==> src/rtl/compute_unit_pipe_pkg.sv <==
// Shared opcodes, instruction field positions, flag indices and register-use decode
// for the pipelined compute unit.
package compute_unit_pipe_pkg;

  localparam logic [3:0] OP_NOP  = 4'h0;
  localparam logic [3:0] OP_LOAD = 4'h1;
  localparam logic [3:0] OP_ADD  = 4'h2;
  localparam logic [3:0] OP_SUB  = 4'h3;
  localparam logic [3:0] OP_AND  = 4'h4;
  localparam logic [3:0] OP_OR   = 4'h5;
  localparam logic [3:0] OP_NOT  = 4'h6;
  localparam logic [3:0] OP_XOR  = 4'h7;
  localparam logic [3:0] OP_SHL  = 4'h8;
  localparam logic [3:0] OP_SHR  = 4'h9;
  localparam logic [3:0] OP_CMP  = 4'hA;
  localparam logic [3:0] OP_MOV  = 4'hB;

  localparam int unsigned OP_LSB   = 12;
  localparam int unsigned TGT_LSB  = 8;
  localparam int unsigned SRC0_LSB = 4;
  localparam int unsigned SRC1_LSB = 0;
  localparam int unsigned IMM_LSB  = 0;

  localparam int unsigned FLG_Z = 0;
  localparam int unsigned FLG_N = 1;
  localparam int unsigned FLG_C = 2;

  typedef struct packed {
    logic tgt;
    logic src0;
    logic src1;
  } reg_use_t;

  // Which register-id fields an opcode actually consumes (for the illegal-id check).
  function automatic reg_use_t reg_use(input logic [3:0] op);
    reg_use_t u;
    u = '{tgt: 1'b0, src0: 1'b0, src1: 1'b0};
    case (op)
      OP_LOAD: u.tgt = 1'b1;
      OP_ADD, OP_SUB, OP_AND, OP_OR, OP_XOR, OP_SHL, OP_SHR: begin
        u.tgt  = 1'b1;
        u.src0 = 1'b1;
        u.src1 = 1'b1;
      end
      OP_NOT, OP_MOV: begin
        u.tgt  = 1'b1;
        u.src0 = 1'b1;
      end
      OP_CMP: begin
        u.src0 = 1'b1;
        u.src1 = 1'b1;
      end
      default: ;
    endcase
    return u;
  endfunction

endpackage

==> src/rtl/compute_unit_pipe_if.sv <==
// Instruction-in / result-out handshake bundle of the compute unit.
interface compute_unit_pipe_if #(
  parameter int unsigned DATA_W = 8
);
  logic              instr_valid;
  logic              instr_ready;
  logic [15:0]       instr;
  logic              res_valid;
  logic              res_ready;
  logic [DATA_W-1:0] res_data;
  logic [3:0]        res_reg;
  logic [2:0]        flags;
  logic              err_illegal;

  modport master (
    output instr_valid, instr, res_ready,
    input  instr_ready, res_valid, res_data, res_reg, flags, err_illegal
  );

  modport slave (
    input  instr_valid, instr, res_ready,
    output instr_ready, res_valid, res_data, res_reg, flags, err_illegal
  );
endinterface

==> src/rtl/compute_unit_pipe_alu.sv <==
// Combinational execute stage: result, carry, RF write enable and illegal decode.
module compute_unit_pipe_alu
  import compute_unit_pipe_pkg::*;
#(
  parameter int unsigned DATA_W   = 8,
  parameter int unsigned NUM_REGS = 16
) (
  input  logic [3:0]        op_i,
  input  logic [3:0]        tgt_i,
  input  logic [3:0]        src0_i,
  input  logic [3:0]        src1_i,
  input  logic [DATA_W-1:0] a_i,
  input  logic [DATA_W-1:0] b_i,
  input  logic [7:0]        imm_i,
  output logic [DATA_W-1:0] result_o,
  output logic              carry_o,
  output logic              writes_rf_o,
  output logic              illegal_o
);
  localparam int unsigned ShW      = $clog2(DATA_W);
  localparam logic [4:0]  RegLimit = 5'(NUM_REGS);

  logic [DATA_W:0] add_ext, sub_ext, shl_ext, shr_ext;
  logic [ShW-1:0]  sh_amt;
  reg_use_t        uses;
  logic            bad_id;

  // Extra bit on each side captures carry/borrow and the last bit shifted out.
  assign sh_amt  = b_i[ShW-1:0];
  assign add_ext = {1'b0, a_i} + {1'b0, b_i};
  assign sub_ext = {1'b0, a_i} - {1'b0, b_i};
  assign shl_ext = {1'b0, a_i} << sh_amt;
  assign shr_ext = {a_i, 1'b0} >> sh_amt;

  assign uses   = reg_use(op_i);
  assign bad_id = (uses.tgt  & ({1'b0, tgt_i}  >= RegLimit))
                | (uses.src0 & ({1'b0, src0_i} >= RegLimit))
                | (uses.src1 & ({1'b0, src1_i} >= RegLimit));
  assign illegal_o = (op_i[3:2] == 2'b11) | bad_id;

  always_comb begin
    result_o    = '0;
    carry_o     = 1'b0;
    writes_rf_o = 1'b0;
    case (op_i)
      OP_LOAD: begin
        result_o    = DATA_W'(imm_i);
        writes_rf_o = 1'b1;
      end
      OP_ADD: begin
        {carry_o, result_o} = add_ext;
        writes_rf_o         = 1'b1;
      end
      OP_SUB: begin
        {carry_o, result_o} = sub_ext;
        writes_rf_o         = 1'b1;
      end
      OP_CMP: {carry_o, result_o} = sub_ext;
      OP_AND: begin
        result_o    = a_i & b_i;
        writes_rf_o = 1'b1;
      end
      OP_OR: begin
        result_o    = a_i | b_i;
        writes_rf_o = 1'b1;
      end
      OP_NOT: begin
        result_o    = ~a_i;
        writes_rf_o = 1'b1;
      end
      OP_XOR: begin
        result_o    = a_i ^ b_i;
        writes_rf_o = 1'b1;
      end
      OP_SHL: begin
        {carry_o, result_o} = shl_ext;
        writes_rf_o         = 1'b1;
      end
      OP_SHR: begin
        {result_o, carry_o} = shr_ext;
        writes_rf_o         = 1'b1;
      end
      OP_MOV: begin
        result_o    = a_i;
        writes_rf_o = 1'b1;
      end
      default: ;
    endcase
    if (illegal_o) writes_rf_o = 1'b0;
  end

endmodule

==> src/rtl/compute_unit_pipe.sv <==
// Two-stage (issue, execute/writeback) compute unit with an internal register file
// and EX->issue operand forwarding.
module compute_unit_pipe
  import compute_unit_pipe_pkg::*;
#(
  parameter int unsigned DATA_W   = 8,
  parameter int unsigned NUM_REGS = 16
) (
  input  logic               clk,
  input  logic               rst_n,
  input  logic               ena,
  compute_unit_pipe_if.slave bus_io
);
  localparam int unsigned IdxW = $clog2(NUM_REGS);

  logic [DATA_W-1:0] rf_q [NUM_REGS];

  logic              s1_valid_q, s1_valid_d;
  logic [3:0]        s1_op_q, s1_op_d, s1_tgt_q, s1_tgt_d;
  logic [3:0]        s1_src0_q, s1_src0_d, s1_src1_q, s1_src1_d;
  logic [7:0]        s1_imm_q, s1_imm_d;
  logic [DATA_W-1:0] s1_a_q, s1_a_d, s1_b_q, s1_b_d;

  logic              res_valid_q, res_valid_d;
  logic [DATA_W-1:0] res_data_q, res_data_d;
  logic [3:0]        res_reg_q, res_reg_d;
  logic [2:0]        flags_q, flags_d;
  logic              err_q, err_d;

  logic [3:0]        in_op, in_tgt, in_src0, in_src1;
  logic [7:0]        in_imm;
  logic [DATA_W-1:0] alu_result, opnd_a, opnd_b;
  logic              alu_carry, alu_writes, alu_illegal;
  logic              advance, accept, fwd_en, rf_we, s1_emits;

  assign in_op   = bus_io.instr[OP_LSB +: 4];
  assign in_tgt  = bus_io.instr[TGT_LSB +: 4];
  assign in_src0 = bus_io.instr[SRC0_LSB +: 4];
  assign in_src1 = bus_io.instr[SRC1_LSB +: 4];
  assign in_imm  = bus_io.instr[IMM_LSB +: 8];

  compute_unit_pipe_alu #(
    .DATA_W   (DATA_W),
    .NUM_REGS (NUM_REGS)
  ) u_alu (
    .op_i        (s1_op_q),
    .tgt_i       (s1_tgt_q),
    .src0_i      (s1_src0_q),
    .src1_i      (s1_src1_q),
    .a_i         (s1_a_q),
    .b_i         (s1_b_q),
    .imm_i       (s1_imm_q),
    .result_o    (alu_result),
    .carry_o     (alu_carry),
    .writes_rf_o (alu_writes),
    .illegal_o   (alu_illegal)
  );

  // The whole pipe moves together; a full, unconsumed result stage blocks everything.
  assign advance            = ena & ~(res_valid_q & ~bus_io.res_ready);
  assign bus_io.instr_ready = rst_n & advance;
  assign accept             = bus_io.instr_valid & bus_io.instr_ready;

  // The instruction in EX writes the RF on the same edge the new one issues, so bypass it.
  assign fwd_en   = s1_valid_q & alu_writes;
  assign opnd_a   = (fwd_en && s1_tgt_q == in_src0) ? alu_result : rf_q[in_src0[IdxW-1:0]];
  assign opnd_b   = (fwd_en && s1_tgt_q == in_src1) ? alu_result : rf_q[in_src1[IdxW-1:0]];
  assign rf_we    = advance & fwd_en;
  assign s1_emits = s1_valid_q & ~alu_illegal & (s1_op_q != OP_NOP);

  always_comb begin
    s1_valid_d  = s1_valid_q;
    s1_op_d     = s1_op_q;
    s1_tgt_d    = s1_tgt_q;
    s1_src0_d   = s1_src0_q;
    s1_src1_d   = s1_src1_q;
    s1_imm_d    = s1_imm_q;
    s1_a_d      = s1_a_q;
    s1_b_d      = s1_b_q;
    res_valid_d = res_valid_q;
    res_data_d  = res_data_q;
    res_reg_d   = res_reg_q;
    flags_d     = flags_q;
    err_d       = 1'b0;
    if (advance) begin
      s1_valid_d = accept;
      if (accept) begin
        s1_op_d   = in_op;
        s1_tgt_d  = in_tgt;
        s1_src0_d = in_src0;
        s1_src1_d = in_src1;
        s1_imm_d  = in_imm;
        s1_a_d    = opnd_a;
        s1_b_d    = opnd_b;
      end
      res_valid_d = s1_emits;
      if (s1_emits) begin
        res_data_d     = alu_result;
        res_reg_d      = s1_tgt_q;
        flags_d[FLG_C] = alu_carry;
        flags_d[FLG_N] = alu_result[DATA_W-1];
        flags_d[FLG_Z] = ~|alu_result;
      end
      err_d = s1_valid_q & alu_illegal;
    end
  end

  always_ff @(posedge clk or negedge rst_n) begin
    if (!rst_n) begin
      s1_valid_q  <= 1'b0;
      s1_op_q     <= '0;
      s1_tgt_q    <= '0;
      s1_src0_q   <= '0;
      s1_src1_q   <= '0;
      s1_imm_q    <= '0;
      s1_a_q      <= '0;
      s1_b_q      <= '0;
      res_valid_q <= 1'b0;
      res_data_q  <= '0;
      res_reg_q   <= '0;
      flags_q     <= '0;
      err_q       <= 1'b0;
    end else begin
      s1_valid_q  <= s1_valid_d;
      s1_op_q     <= s1_op_d;
      s1_tgt_q    <= s1_tgt_d;
      s1_src0_q   <= s1_src0_d;
      s1_src1_q   <= s1_src1_d;
      s1_imm_q    <= s1_imm_d;
      s1_a_q      <= s1_a_d;
      s1_b_q      <= s1_b_d;
      res_valid_q <= res_valid_d;
      res_data_q  <= res_data_d;
      res_reg_q   <= res_reg_d;
      flags_q     <= flags_d;
      err_q       <= err_d;
    end
  end

  always_ff @(posedge clk or negedge rst_n) begin
    if (!rst_n) begin
      for (int i = 0; i < NUM_REGS; i++) rf_q[i] <= '0;
    end else if (rf_we) begin
      rf_q[s1_tgt_q[IdxW-1:0]] <= alu_result;
    end
  end

  assign bus_io.res_valid   = res_valid_q;
  assign bus_io.res_data    = res_data_q;
  assign bus_io.res_reg     = res_reg_q;
  assign bus_io.flags       = flags_q;
  assign bus_io.err_illegal = err_q;

endmodule
==> src/flat_wrapper.sv <==
// flat-port wrapper written by rule: the top's interface ports become plain ports
module compute_unit_pipe_flat import compute_unit_pipe_pkg::*;
#(
  parameter int unsigned DATA_W   = 8,
  parameter int unsigned NUM_REGS = 16
)
  (clk, rst_n, ena, bus_io_instr_valid, bus_io_instr, bus_io_res_ready, bus_io_instr_ready, bus_io_res_valid, bus_io_res_data, bus_io_res_reg, bus_io_flags, bus_io_err_illegal);
  compute_unit_pipe_if #(.DATA_W(DATA_W)) bus_io_i ();
  input  logic clk;
  input  logic rst_n;
  input  logic ena;
  input wire logic [$bits(bus_io_i.instr_valid)-1:0] bus_io_instr_valid;
  input wire logic [$bits(bus_io_i.instr)-1:0] bus_io_instr;
  input wire logic [$bits(bus_io_i.res_ready)-1:0] bus_io_res_ready;
  output wire logic [$bits(bus_io_i.instr_ready)-1:0] bus_io_instr_ready;
  output wire logic [$bits(bus_io_i.res_valid)-1:0] bus_io_res_valid;
  output wire logic [$bits(bus_io_i.res_data)-1:0] bus_io_res_data;
  output wire logic [$bits(bus_io_i.res_reg)-1:0] bus_io_res_reg;
  output wire logic [$bits(bus_io_i.flags)-1:0] bus_io_flags;
  output wire logic [$bits(bus_io_i.err_illegal)-1:0] bus_io_err_illegal;
  assign bus_io_i.instr_valid = bus_io_instr_valid;
  assign bus_io_i.instr = bus_io_instr;
  assign bus_io_i.res_ready = bus_io_res_ready;
  assign bus_io_instr_ready = bus_io_i.instr_ready;
  assign bus_io_res_valid = bus_io_i.res_valid;
  assign bus_io_res_data = bus_io_i.res_data;
  assign bus_io_res_reg = bus_io_i.res_reg;
  assign bus_io_flags = bus_io_i.flags;
  assign bus_io_err_illegal = bus_io_i.err_illegal;
  compute_unit_pipe #(.DATA_W(DATA_W), .NUM_REGS(NUM_REGS)) u_core (.clk(clk), .rst_n(rst_n), .ena(ena), .bus_io(bus_io_i));
endmodule
==> config.mk <==
export PLATFORM = sky130hd
export DESIGN_NAME = compute_unit_pipe_flat
export DESIGN_NICKNAME = d
export VERILOG_FILES = /design/src/rtl/compute_unit_pipe_pkg.sv /design/src/rtl/compute_unit_pipe_if.sv /design/src/rtl/compute_unit_pipe_alu.sv /design/src/rtl/compute_unit_pipe.sv /design/src/flat_wrapper.sv
export SDC_FILE = /design/constraint.sdc
export NUM_CORES = 1
export LEC_CHECK = 0
export CAP_MARGIN = 15
export CORE_ASPECT_RATIO = 0.75
export CORE_MARGIN = 1.5
export CORE_UTILIZATION = 55
export DETAILED_ROUTE_END_ITERATION = 10
export GPL_TIMING_DRIVEN = 0
export HOLD_SLACK_MARGIN = 0.02
export PLACE_DENSITY = 0.73
export SKIP_CTS_REPAIR_TIMING = 1
export SYNTH_ARGS = -nofsm -noshare
export SYNTH_HDL_FRONTEND = slang
export SYNTH_SLANG_ARGS = --single-unit
==> constraint.sdc <==
create_clock -name clk -period 3.8 [get_ports clk]
set_input_delay 1.14 -clock clk [delete_from_list [all_inputs] [get_ports clk]]
set_output_delay 1.14 -clock clk [all_outputs]
set_load 0.01 [all_outputs]
Word-level counts from Yosys, hierarchy flattened
Cells that the tools add are included.
Widths: inputs -> output; s select.
{"block": "word_totals", "register_bits": 178, "input_bits": 21, "output_inout_bits": 18}
{"block": "classes", "n_addsub": 2, "order_cmp": 4, "eq_ne": 14, "n_shift": 2, "n_mux": 16, "bitwise": 19, "reduce_logical": 10}
{"op": "$bwmux 128", "count": 1}
{"op": "$pmux 8 s10", "count": 1}
{"op": "$bmux 8 s4", "count": 2}
{"op": "$mux 8", "count": 7}
{"op": "$demux 8 s4", "count": 1}
{"op": "$eq 4x3->1 const B", "count": 4}
{"op": "$eq 4x4->1 const B", "count": 4}
{"op": "$ge 5x5->1 const B", "count": 3}
{"op": "$not 4->5", "count": 3}
{"op": "$reduce_or 10->1", "count": 1}
{"op": "$add 8x8->9", "count": 1}
{"op": "$and 1x1->1", "count": 9}
{"op": "$shl 8x3->9", "count": 1}
{"op": "$shr 9x3->9", "count": 1}
{"op": "$sub 8x8->9", "count": 1}
{"op": "$and 8x8->8", "count": 1}
{"op": "$eq 4x2->1 const B", "count": 2}
{"op": "$eq 4x4->1", "count": 2}
{"op": "$not 8->8", "count": 1}
{"op": "$or 8x8->8", "count": 1}
{"op": "$reduce_or 8->1", "count": 1}
{"op": "$xor 8x8->8", "count": 1}
{"op": "$lt 5x1->1 const B", "count": 1}
{"op": "$eq 4x1->1 const B", "count": 1}
{"op": "other kinds (9)", "count": 16}

Depth between registers and ports, before layout
Gate-level depths: netlist (run 1).
{"block": "depth", "ltp_word": 7, "depth_mapped": 12, "depth_no_buf": 11}

Cells and area by module
From an unflattened synthesis (run 1), not the netlist that was laid out.
{"block": "unflattened", "hier_cells": 872, "hier_area_um2": 10852.9}
{"module": "compute_unit_pipe", "instances": 1, "cells_per_inst": 603, "area_per_inst_um2": 8933.6, "seq_area_each_um2": 4429.2}
{"module": "compute_unit_pipe_alu", "instances": 1, "cells_per_inst": 269, "area_per_inst_um2": 1919.3, "seq_area_each_um2": 0.0}

Worst setup path after synthesis (run 1)
No wires, ideal clock.
{"block": "synth_timing", "path_kind": "input to register", "startpoint": "input bus_io_instr[4]", "endpoint": "register u_core.s1_a_q[7]", "t_arrival_ps": 3160, "t_required_ps": 3663, "slack_ps": 503, "cell_stages": 6, "path_buffers": 2, "cell_sequence": "clkbuf_1 buf_1 mux4_2 mux4_2 mux2i_1 a21oi_1"}
{"block": "synth_between", "elab_chain_len": 5}
{"element": "start: declaration", "line": "flat_wrapper.sv:13", "text": "input wire logic [$bits(bus_io_i.instr)-1:0] bus_io_instr;"}
{"element": "$not 4->5 (not written as such)", "line": "compute_unit_pipe.sv:66", "text": "assign opnd_a = (fwd_en && s1_tgt_q == in_src0) ? alu_result : rf_q[in_src0[IdxW-1:0]];"}
{"element": "$bmux 8 s4", "line": "compute_unit_pipe.sv:66"}
{"element": "$mux 8 (not written as such) (2 in series)", "line": "compute_unit_pipe.sv:66"}
{"element": "$mux 8 *", "line": "compute_unit_pipe.sv:66"}
{"element": "end signal: assignment", "line": "compute_unit_pipe.sv:116", "text": "s1_a_q <= '0;"}
{"element": "end signal: assignment", "line": "compute_unit_pipe.sv:130", "text": "s1_a_q <= s1_a_d;"}
{"element": "end: declaration", "line": "compute_unit_pipe.sv:22", "text": "logic [DATA_W-1:0] s1_a_q, s1_a_d, s1_b_q, s1_b_d;"}
Mark *: on every way between the ends. The rest lies on a longest branch, timed or not. The select of a mux whose other input is x is not followed.
A chain may end at the register's enable or synchronous reset.

Worst setup path in the final report (run 1)
{"block": "layout_timing", "startpoint": "input bus_io_res_ready", "endpoint": "output bus_io_instr_ready"}
{"block": "layout_between", "elab_chain_len": 5}
{"element": "start: declaration", "line": "flat_wrapper.sv:14", "text": "input wire logic [$bits(bus_io_i.res_ready)-1:0] bus_io_res_ready;"}
{"element": "$not 1->1", "line": "compute_unit_pipe.sv:60", "text": "assign advance = ena & ~(res_valid_q & ~bus_io.res_ready);"}
{"element": "$and 1x1->1", "line": "compute_unit_pipe.sv:60"}
{"element": "$not 1->1", "line": "compute_unit_pipe.sv:60"}
{"element": "$and 1x1->1", "line": "compute_unit_pipe.sv:60"}
{"element": "$and 1x1->1", "line": "compute_unit_pipe.sv:61", "text": "assign bus_io.instr_ready = rst_n & advance;"}
{"element": "end: declaration", "line": "flat_wrapper.sv:15", "text": "output wire logic [$bits(bus_io_i.instr_ready)-1:0] bus_io_instr_ready;"}
Every way passes these cells.

==> qor.csv, run 1 <==
stage;metric;value;unit
outcome;outcome;finished, final reports clean;
final_layout;n_fill_cell;1523;
job;drv_cap;0;
clock_network;clock_latency;440;ps
clock_network;cts_root_buf;clkbuf_16;
timing;rsz0062_at_grt;false;
die;die_h;125;um
route;vias;8180;
synthesis;synth_cells;896;
worst_setup_path;worstPathCellList;clkdlybuf4s50_1, o21a_1, and2_1, clkdlybuf4s50_1;
grt;antenna_found_initial;0;
final_layout;drive_gt1_share;30.1;%
timing;fin_crit_sh;97.5;%
synthesis;synth_seq_cells;177;
worst_hold_path;hold_end;u_core.s1_imm_q[6];
synthesis;synth.area.top_cells;dfrtp_1 41%, mux4_2 18%, mux2_2 13%;
final_layout;antenna_cells_inserted;0;
grt;grt_max_degree;106;
clock_network;cts_sinks;177;
worst_setup_path;path_max_fanout;4;
route;wl_per_cell;26.9;um
timing;min_period;3700;ps
synthesis;syn-mean-instance-area;12.1;sq um
synthesis;synth_edf_count;0;
worst_setup_path;arrival;2560;ps
grt;track_usage;33.4;%
synthesis;yosysMostFrequentCell;dfrtp_1;
die;start_util;56.2;%
worst_setup_path;worst_path_largest_cell_delay;550;ps
placed_design;port_buffers;30;
die;num_rows;44;
worst_setup_path;cp-start-kind;input pin;
synthesis;yosys.area_share.simple;9.67;%
route;drtAntennaViolNets;0;
clock_network;cts.path.max_buffers;2;
worst_hold_path;hold_depth;2;
synthesis;synth_xor_area_share;0.724;%
worst_setup_path;worst-path-buf-inv;2;
worst_setup_path;rrSetupSlack;220;ps
worst_setup_path;required;2660;ps
timing;setup_violations;0;
timing;fmax;270;MHz
route;drtPass1Iterations;5;
placed_design;gp_congestion;0.956;
worst_setup_path;crit_path_frequent_cell;clkdlybuf4s50_1;
grt;grt_pass1_vias;7879;
clock_network;htreeDepth;4;
final_layout;largest_reg_flops;128;
synthesis;netlist.area_leader.share;40.7;%
route;drc_errors;0;
placed_design;hpwl;22600;um
synthesis;synth_compound_area_share;7.45;%
final_layout;final_nets;996;
die;io_pins;39;
timing;worst_pin_slew;1070;ps
power_and_ir_drop;power.density;534;nW/um^2
clock_network;cts_buffers;17;
worst_hold_path;hp-class;reg2reg;
clock_network;cts_tree;yes;
synthesis;ys_seq_area_share;40.7;%
synthesis;synth.area.mux_share;33.9;%
timing;hold_ws;482;ps
synthesis;synth_top_cell_by_area;dfrtp_1;
worst_setup_path;worstSetupEndpointType;output pin;
route;drt-initial-drc-count;1079;
worst_setup_path;crit_type;in2out;
worst_hold_path;min_from;u_core.s1_imm_q[6];
power_and_ir_drop;p_total;6490;uW
route;wl;32600;um
grt;grt_pass1_wl;49500;um
synthesis;synthAdderAreaFrac;3.24;%
worst_setup_path;critical_path.top_delay_family;buffers and inverters;
timing;finalMaxSlewViolations;0;
die;dieArea;20600;sq um
worst_setup_path;critical-path-slowest-cell;clkdlybuf4s50_1;
clock_network;clk_pin_slew;80;ps
final_layout;largest_register;u_core.rf_q;
power_and_ir_drop;ir_worst_vdd;0.000312;V
synthesis;synth_commonest_cells;177 x dfrtp_1, 125 x mux2_2, 90 x nand2_1;
route;viasPerCell;6.74;
synthesis;syn_area;10900;sq um
worst_setup_path;reg2reg_to;u_core.bus_io.flags[0];
synthesis;async_flop_share;100;%
final_layout;area_delta_synth_final;11.8;%
timing;relSlewSlack;28.2;%
synthesis;synth_top_family_by_area;multiplexers;
die;core-area;19400;sq um
grt;grt-ovfl-total;0;
die;die_w;165;um
synthesis;synth_fp_nets;944;
timing;hold_viol;0;
synthesis;yosys_most_used_dff;dfrtp_1;
synthesis;ys_warn_count;0;
power_and_ir_drop;p_leak;0.00536;uW
timing;skew;12.6;ps
worst_setup_path;worstRegToRegCells;10;
synthesis;yosysUniqueCellTypes;73;
worst_setup_path;rr_startpoint;u_core.s1_a_q[1];
## per-layer routing
metal / global-route usage (%) / share of wire (%) / vias up
met5: 0 / 0 / -
li1: - / - / 3430
met3: 10.2 / 12 / 72
met2: 44.5 / 42 / 502
met1: 51.7 / 44 / 4176
met4: 11.2 / 2.5 / 0
## cells in the final DEF, fill, tap and decap left out, drive strengths merged, types with 5 or more instances in the layout
master and count:
ha 25, and3 5, and2 6, clkdlybuf4s50 29, or4 5, dfrtp 177
buf 48, xnor2 8, nor2b 12, nor2 31, nand3 12, nand3b 6
clkbuf 58, mux2i 30, inv 31, nand2 90, nor3 8, nand4 6
o21ai 37, a221oi 5, mux2 126, a21o 6, nand2b 16, a21oi 20
mux4 87
## tightest hold or removal path, stage by stage, from the launching register on
cell and delay (ps):
dfrtp_1 340, nand2_1 50, nand2_1 60
## worst max-delay path by stage
| stage | slack [ps] | depth (start not counted) | endpoint | startpoint |
|---|---|---|---|---|
| 2_1_floorplan | 500 | 6 | u_core.s1_a_q[7] | bus_io_instr[4] |
| 3_3_place_gp | -6200 | 3 | bus_io_instr_ready | rst_n |
| 3_5_place_dp | -230 | 7 | u_core.s1_b_q[7] | bus_io_instr[0] |
| 4_1_cts | 110 | 4 | bus_io_instr_ready | bus_io_res_ready |
| 5_1_grt | 9 | 7 | u_core.s1_b_q[5] | bus_io_instr[0] |
| 6_report | 100 | 4 | bus_io_instr_ready | bus_io_res_ready |
## final cells by class
cell class	instances	area [sq um]	share of cell area [%]
multi-input combinational	611	5990	49.2
sequential	177	4430	36.4
clock buffer	20	437	3.59
buffer	82	375	3.09
timing repair buffer	33	345	2.84
tap	253	317	2.60
clock inverter	12	173	1.42
inverter	26	97.6	0.802
## power breakdown
group / total [uW] / leakage (uW) / switching, uW / internal (uW)
logic: 2180 / 0.00266 / 1220 / 965
registers: 2450 / 0.00241 / 248 / 2200
clock network: 1860 / 0.000294 / 809 / 1050
## stage by stage
step	cell area, sq um	cells	util, %	setup TNS, ps	worst slack (ps)
final	12200	1214	62.8	0	95.0
after floorplan	10900	896	-	0	503
after global placement	11500	1179	59.3	-1220130	-6200
after global routing	12200	1214	62.8	0	8.79
after detailed placement	11500	1182	59.6	-2600	-231
after CTS	12200	1214	62.7	0	107
## logic make-up (layout without fill, tap and decap cells)
group,Yosys count,in the layout
muxes,243,243
and+or+nand+nor,213,213
DFF,177,177
AOI/OAI and AO/OA,119,119
buffers and inverters,108,173
adders and majority gates,27,27
xor gates and xnor gates,9,9
Note: power is estimated with default switching activity, not from simulation.
==> run 2, diff against run 1 <==
- CORE_UTILIZATION: 55 -> 50
- PLACE_DENSITY: 0.73 -> 0.67
==> qor.csv, run 2 (synthesis results as in run 1) <==
stage;metric;value;unit
route;drtPass1Iterations;5;
placed_design;gp_congestion;0.966;
grt;antenna_found_initial;0;
worst_setup_path;worstPathCellList;clkdlybuf4s50_1, o21a_2, and2_1, clkdlybuf4s50_1;
final_layout;n_fill_cell;1759;
worst_setup_path;worst-path-buf-inv;2;
final_layout;area_delta_synth_final;12.1;%
timing;fin_ws;49.7;ps
clock_network;clock_latency;440;ps
final_layout;drive_gt1_share;30.6;%
worst_setup_path;arrival;2610;ps
route;vias;8070;
worst_setup_path;cp-start-kind;input pin;
clock_network;cts_sinks;177;
route;viasPerCell;6.46;
clock_network;cts.path.max_buffers;2;
worst_setup_path;worst_path_largest_cell_delay;560;ps
timing;skew;14.3;ps
worst_setup_path;path_max_fanout;4;
power_and_ir_drop;p_leak;0.00536;uW
die;num_rows;46;
final_layout;fin_area;12200;sq um
timing;hold_ws;477;ps
route;drt-initial-drc-count;973;
die;die_h;131;um
final_layout;largest_reg_flops;128;
power_and_ir_drop;power.density;515;nW/um^2
timing;hold_viol;0;
timing;finalMaxSlewViolations;0;
final_layout;final_cells;1249;
job;drv_cap;0;
timing;fmax;267;MHz
worst_setup_path;crit_path_frequent_cell;clkdlybuf4s50_1;
timing;relSlewSlack;28.5;%
worst_setup_path;critical_path.top_delay_family;buffers and inverters;
worst_setup_path;critical-path-slowest-cell;clkdlybuf4s50_1;
placed_design;placed_cell_area;11600;sq um
final_layout;multi_input_area;5990;sq um
grt;grt_pass1_vias;7902;
die;die_w;173;um
final_layout;final_cell_mix;177 x dfrtp_1, 125 x mux2_2, 90 x nand2_1, 86 x mux4_2, 36 x clkbuf_1;
outcome;outcome;finished, final reports clean;
placed_design;hpwl;22100;um
worst_hold_path;hp-class;reg2reg;
route;wl_per_cell;25.3;um
clock_network;cts_root_buf;clkbuf_16;
worst_setup_path;worstSetupEndpointType;output pin;
placed_design;pre_cts_slack;-196;ps
timing;worst_pin_slew;1070;ps
clock_network;cts_buffers;17;
final_layout;largest_register;u_core.rf_q;
route;drtAntennaViolNets;0;
clock_network;cts_tree;yes;
die;io_pins;39;
clock_network;htreeDepth;4;
grt;grt_max_degree;111;
timing;min_period;3750;ps
placed_design;port_buffers;30;
final_layout;layout_commonest_cell;dfrtp_1;
final_layout;regArea;4430;sq um
power_and_ir_drop;p_total;6290;uW
route;wl;31700;um
final_layout;final_nets;996;
grt;grt-ovfl-total;0;
worst_setup_path;crit_type;in2out;
timing;setup_violations;0;
route;drc_errors;0;
grt;grt_pass1_wl;48000;um
grt;track_usage;29.0;%
die;dieArea;22700;sq um
power_and_ir_drop;ir_worst_vdd;0.000285;V
die;core-area;21200;sq um
worst_setup_path;required;2660;ps
timing;fin_crit_sh;98.7;%
placed_design;place_inst;1216;
die;start_util;51.2;%
final_layout;antenna_cells_inserted;0;
clock_network;clk_pin_slew;70;ps
==> run 2: cell count changes in the layout (fill, tap and decap cells not counted), sizes merged <==
cell	delta
clkinv	+4
clkdlybuf4s15	+1
buf	-1
inv	+2
clkbuf	-3
bufinv	-3
==> run 2: area by class of cell <==
cell class	instances	share of cell area (%)
sequential	177	36.3
inverter	26	0.800
clock inverter	15	1.20
multi-input combinational	611	49.2
buffer	82	3.14
timing repair buffer	33	2.93
tap	288	2.96
clock buffer	17	3.49
==> run 2: worst reg2reg max path, cell delays in order (launching register included) <==
cell and delay, ps:
dfrtp_1 400, buf_2 290, inv_1 220, fa_1 480, nand2b_1 220, o2bb2ai_1 200, a221oi_1 330, a21oi_1 110
a2111o_1 450, buf_2 230, buf_2 220, mux2_2 280
==> run 2: final timing paths <==
path	cells after the start	to	slack, ps	start
max in group asynchronous	2	u_core.rf_q[6]	2350	rst_n
min in group asynchronous	1	u_core.rf_q[113]	680	rst_n
worst min-delay path	2	u_core.s1_imm_q[5]	480	u_core.s1_imm_q[5]
worst max register to register	11	u_core.rf_q[124]	250	u_core.s1_b_q[1]
worst max-delay path	4	bus_io_instr_ready	50	ena
worst min register to register	2	u_core.s1_imm_q[5]	480	u_core.s1_imm_q[5]
==> run 2: report_power, final <==
group          internal (uW)  switching, uW  total (uW)
registers               2200            235        2430
clock network            872            843        1720
logic                    969           1170        2140
total                   4040           2250        6290
==> run 2: layer usage <==
layer | routed length, um | vias up | part of all wire (%) | track usage (%)
met4 | 693 | 0 | 2.2 | 8.85
met1 | 14500 | 4143 | 46 | 42.6
li1 | - | 3451 | - | -
met5 | 0 | - | 0 | 0
met3 | 3260 | 50 | 10 | 9.09
met2 | 13200 | 426 | 42 | 41.2
==> run 2: stage by stage <==
stage	setup TNS, ps	util, %
2_1_floorplan	0	-
3_3_place_gp	-1227020	54.3
5_1_grt	-33.7	57.4
6_report	0	57.4
4_1_cts	-30.2	57.3
3_5_place_dp	-2780	54.6
==> run 3, diff against run 2 <==
- CORE_UTILIZATION: 50 -> 40
- PLACE_DENSITY: 0.67 -> unset
==> qor.csv, run 3 (synthesis results as in run 1) <==
stage;metric;value;unit
route;wl;33200;um
clock_network;cts_sinks;177;
final_layout;fin_area;12400;sq um
route;vias;8059;
grt;grt_pass1_vias;7894;
final_layout;largest_reg_flops;128;
timing;finalMaxSlewViolations;0;
final_layout;n_fill_cell;2423;
timing;rsz0062_at_grt;false;
final_layout;drive_gt1_share;30.7;%
timing;fmax;269;MHz
clock_network;clock_latency;450;ps
worst_setup_path;arrival;2580;ps
final_layout;fin_util;46.1;%
final_layout;antenna_cells_inserted;0;
route;wl_per_cell;25.2;um
worst_hold_path;hp-class;reg2reg;
placed_design;port_buffers;30;
worst_setup_path;cp-start-kind;input pin;
power_and_ir_drop;p_total;6480;uW
clock_network;htreeDepth;4;
worst_setup_path;required;2660;ps
timing;min_period;3720;ps
route;drtPass1Iterations;5;
clock_network;cts.path.max_buffers;2;
route;drc_errors;0;
placed_design;gp_congestion;0.963;
clock_network;cts_tree;yes;
final_layout;multi_input_area;5990;sq um
clock_network;clk_pin_slew;80;ps
die;die_h;146;um
timing;fin_crit_sh;97.8;%
die;io_pins;39;
final_layout;final_cell_mix;177 x dfrtp_1, 125 x mux2_2, 90 x nand2_1, 86 x mux4_2, 37 x clkbuf_1;
final_layout;largest_register;u_core.rf_q;
grt;track_usage;23.8;%
timing;hold_viol;0;
worst_setup_path;crit_type;in2out;
placed_design;placed_cell_area;11700;sq um
final_layout;final_nets;998;
die;dieArea;28200;sq um
route;drtAntennaViolNets;0;
outcome;outcome;finished, final reports clean;
route;viasPerCell;6.13;
final_layout;layout_commonest_cell;dfrtp_1;
power_and_ir_drop;p_leak;0.00541;uW
timing;setup_violations;0;
power_and_ir_drop;power.density;523;nW/um^2
job;drv_cap;0;
grt;grt_pass1_wl;49800;um
power_and_ir_drop;ir_worst_vdd;0.000279;V
final_layout;area_delta_synth_final;13.9;%
worst_setup_path;worstSetupEndpointType;output pin;
final_layout;regArea;4430;sq um
final_layout;final_cells;1314;
placed_design;place_inst;1280;
grt;grt_max_degree;95;
clock_network;cts_buffers;17;
die;num_rows;52;
route;drt-initial-drc-count;910;
timing;worst_pin_slew;1130;ps
placed_design;hpwl;22900;um
grt;antenna_found_initial;0;
die;core-area;26900;sq um
grt;grt-ovfl-total;0;
worst_setup_path;path_max_fanout;4;
timing;relSlewSlack;24.0;%
clock_network;cts_root_buf;clkbuf_16;
die;die_w;193;um
timing;skew;21.1;ps
die;start_util;40.5;%
## run 3: changes by cell type in the layout (fill, tap and decap cells not counted), sizes merged
cell | before | now
bufinv | 0 | 2
clkbuf | 55 | 57
clkdlybuf4s18 | 0 | 1
inv | 33 | 34
buf | 47 | 45
clkdlybuf4s15 | 1 | 2
clkinv | 7 | 4
## run 3: path summary, 6_finish.rpt
check	start	to	slack (ps)	depth (start not counted)
min in group asynchronous	rst_n	u_core.rf_q[59]	560	1
worst min register to register	u_core.s1_imm_q[5]	u_core.s1_imm_q[5]	480	2
max in group asynchronous	rst_n	u_core.rf_q[2]	2710	2
worst max-delay path	ena	bus_io_instr_ready	80	4
worst max register to register	u_core.s1_b_q[1]	u_core.s1_b_q[6]	270	11
worst min-delay path	u_core.s1_imm_q[5]	u_core.s1_imm_q[5]	480	2
## run 3: area by class of cell
cell class | count | area share, %
repair buffers | 35 | 3.36
inverters | 26 | 0.787
clock buffers | 17 | 3.43
clock inverters | 15 | 1.68
multi-input cells | 611 | 48.3
plain buffers | 82 | 3.13
flip-flops and latches | 177 | 35.7
well taps | 351 | 3.54
## run 3: power breakdown
group,switching [uW],total (uW),internal [uW]
clock network,880,1900,1020
logic,1170,2150,975
registers,241,2440,2200
total,2290,6480,4190
## run 3: metrics by stage
stage	setup TNS, ps	hold slack, ps	worst slack (ps)
floorplan	0	438	503
global placement	-1255180	459	-6340
detailed placement	-5340	462	-356
CTS	-355	483	-355
global route	0	516	36.5
finish	0	485	84.8
## run 3: per-layer routing
layer | GRT usage [%] | share of wire (%) | up-vias
met5 | 0 | 0 | -
met4 | 6.81 | 2.0 | 0
met3 | 5.33 | 8.7 | 47
met2 | 35.5 | 44 | 397
met1 | 35.0 | 45 | 4161
li1 | - | - | 3454
## run 3: worst max-delay path, stage by stage
cell	delay, ps
clkdlybuf4s50_1	470
o21a_2	210
and2_1	200
clkdlybuf4s50_1	550
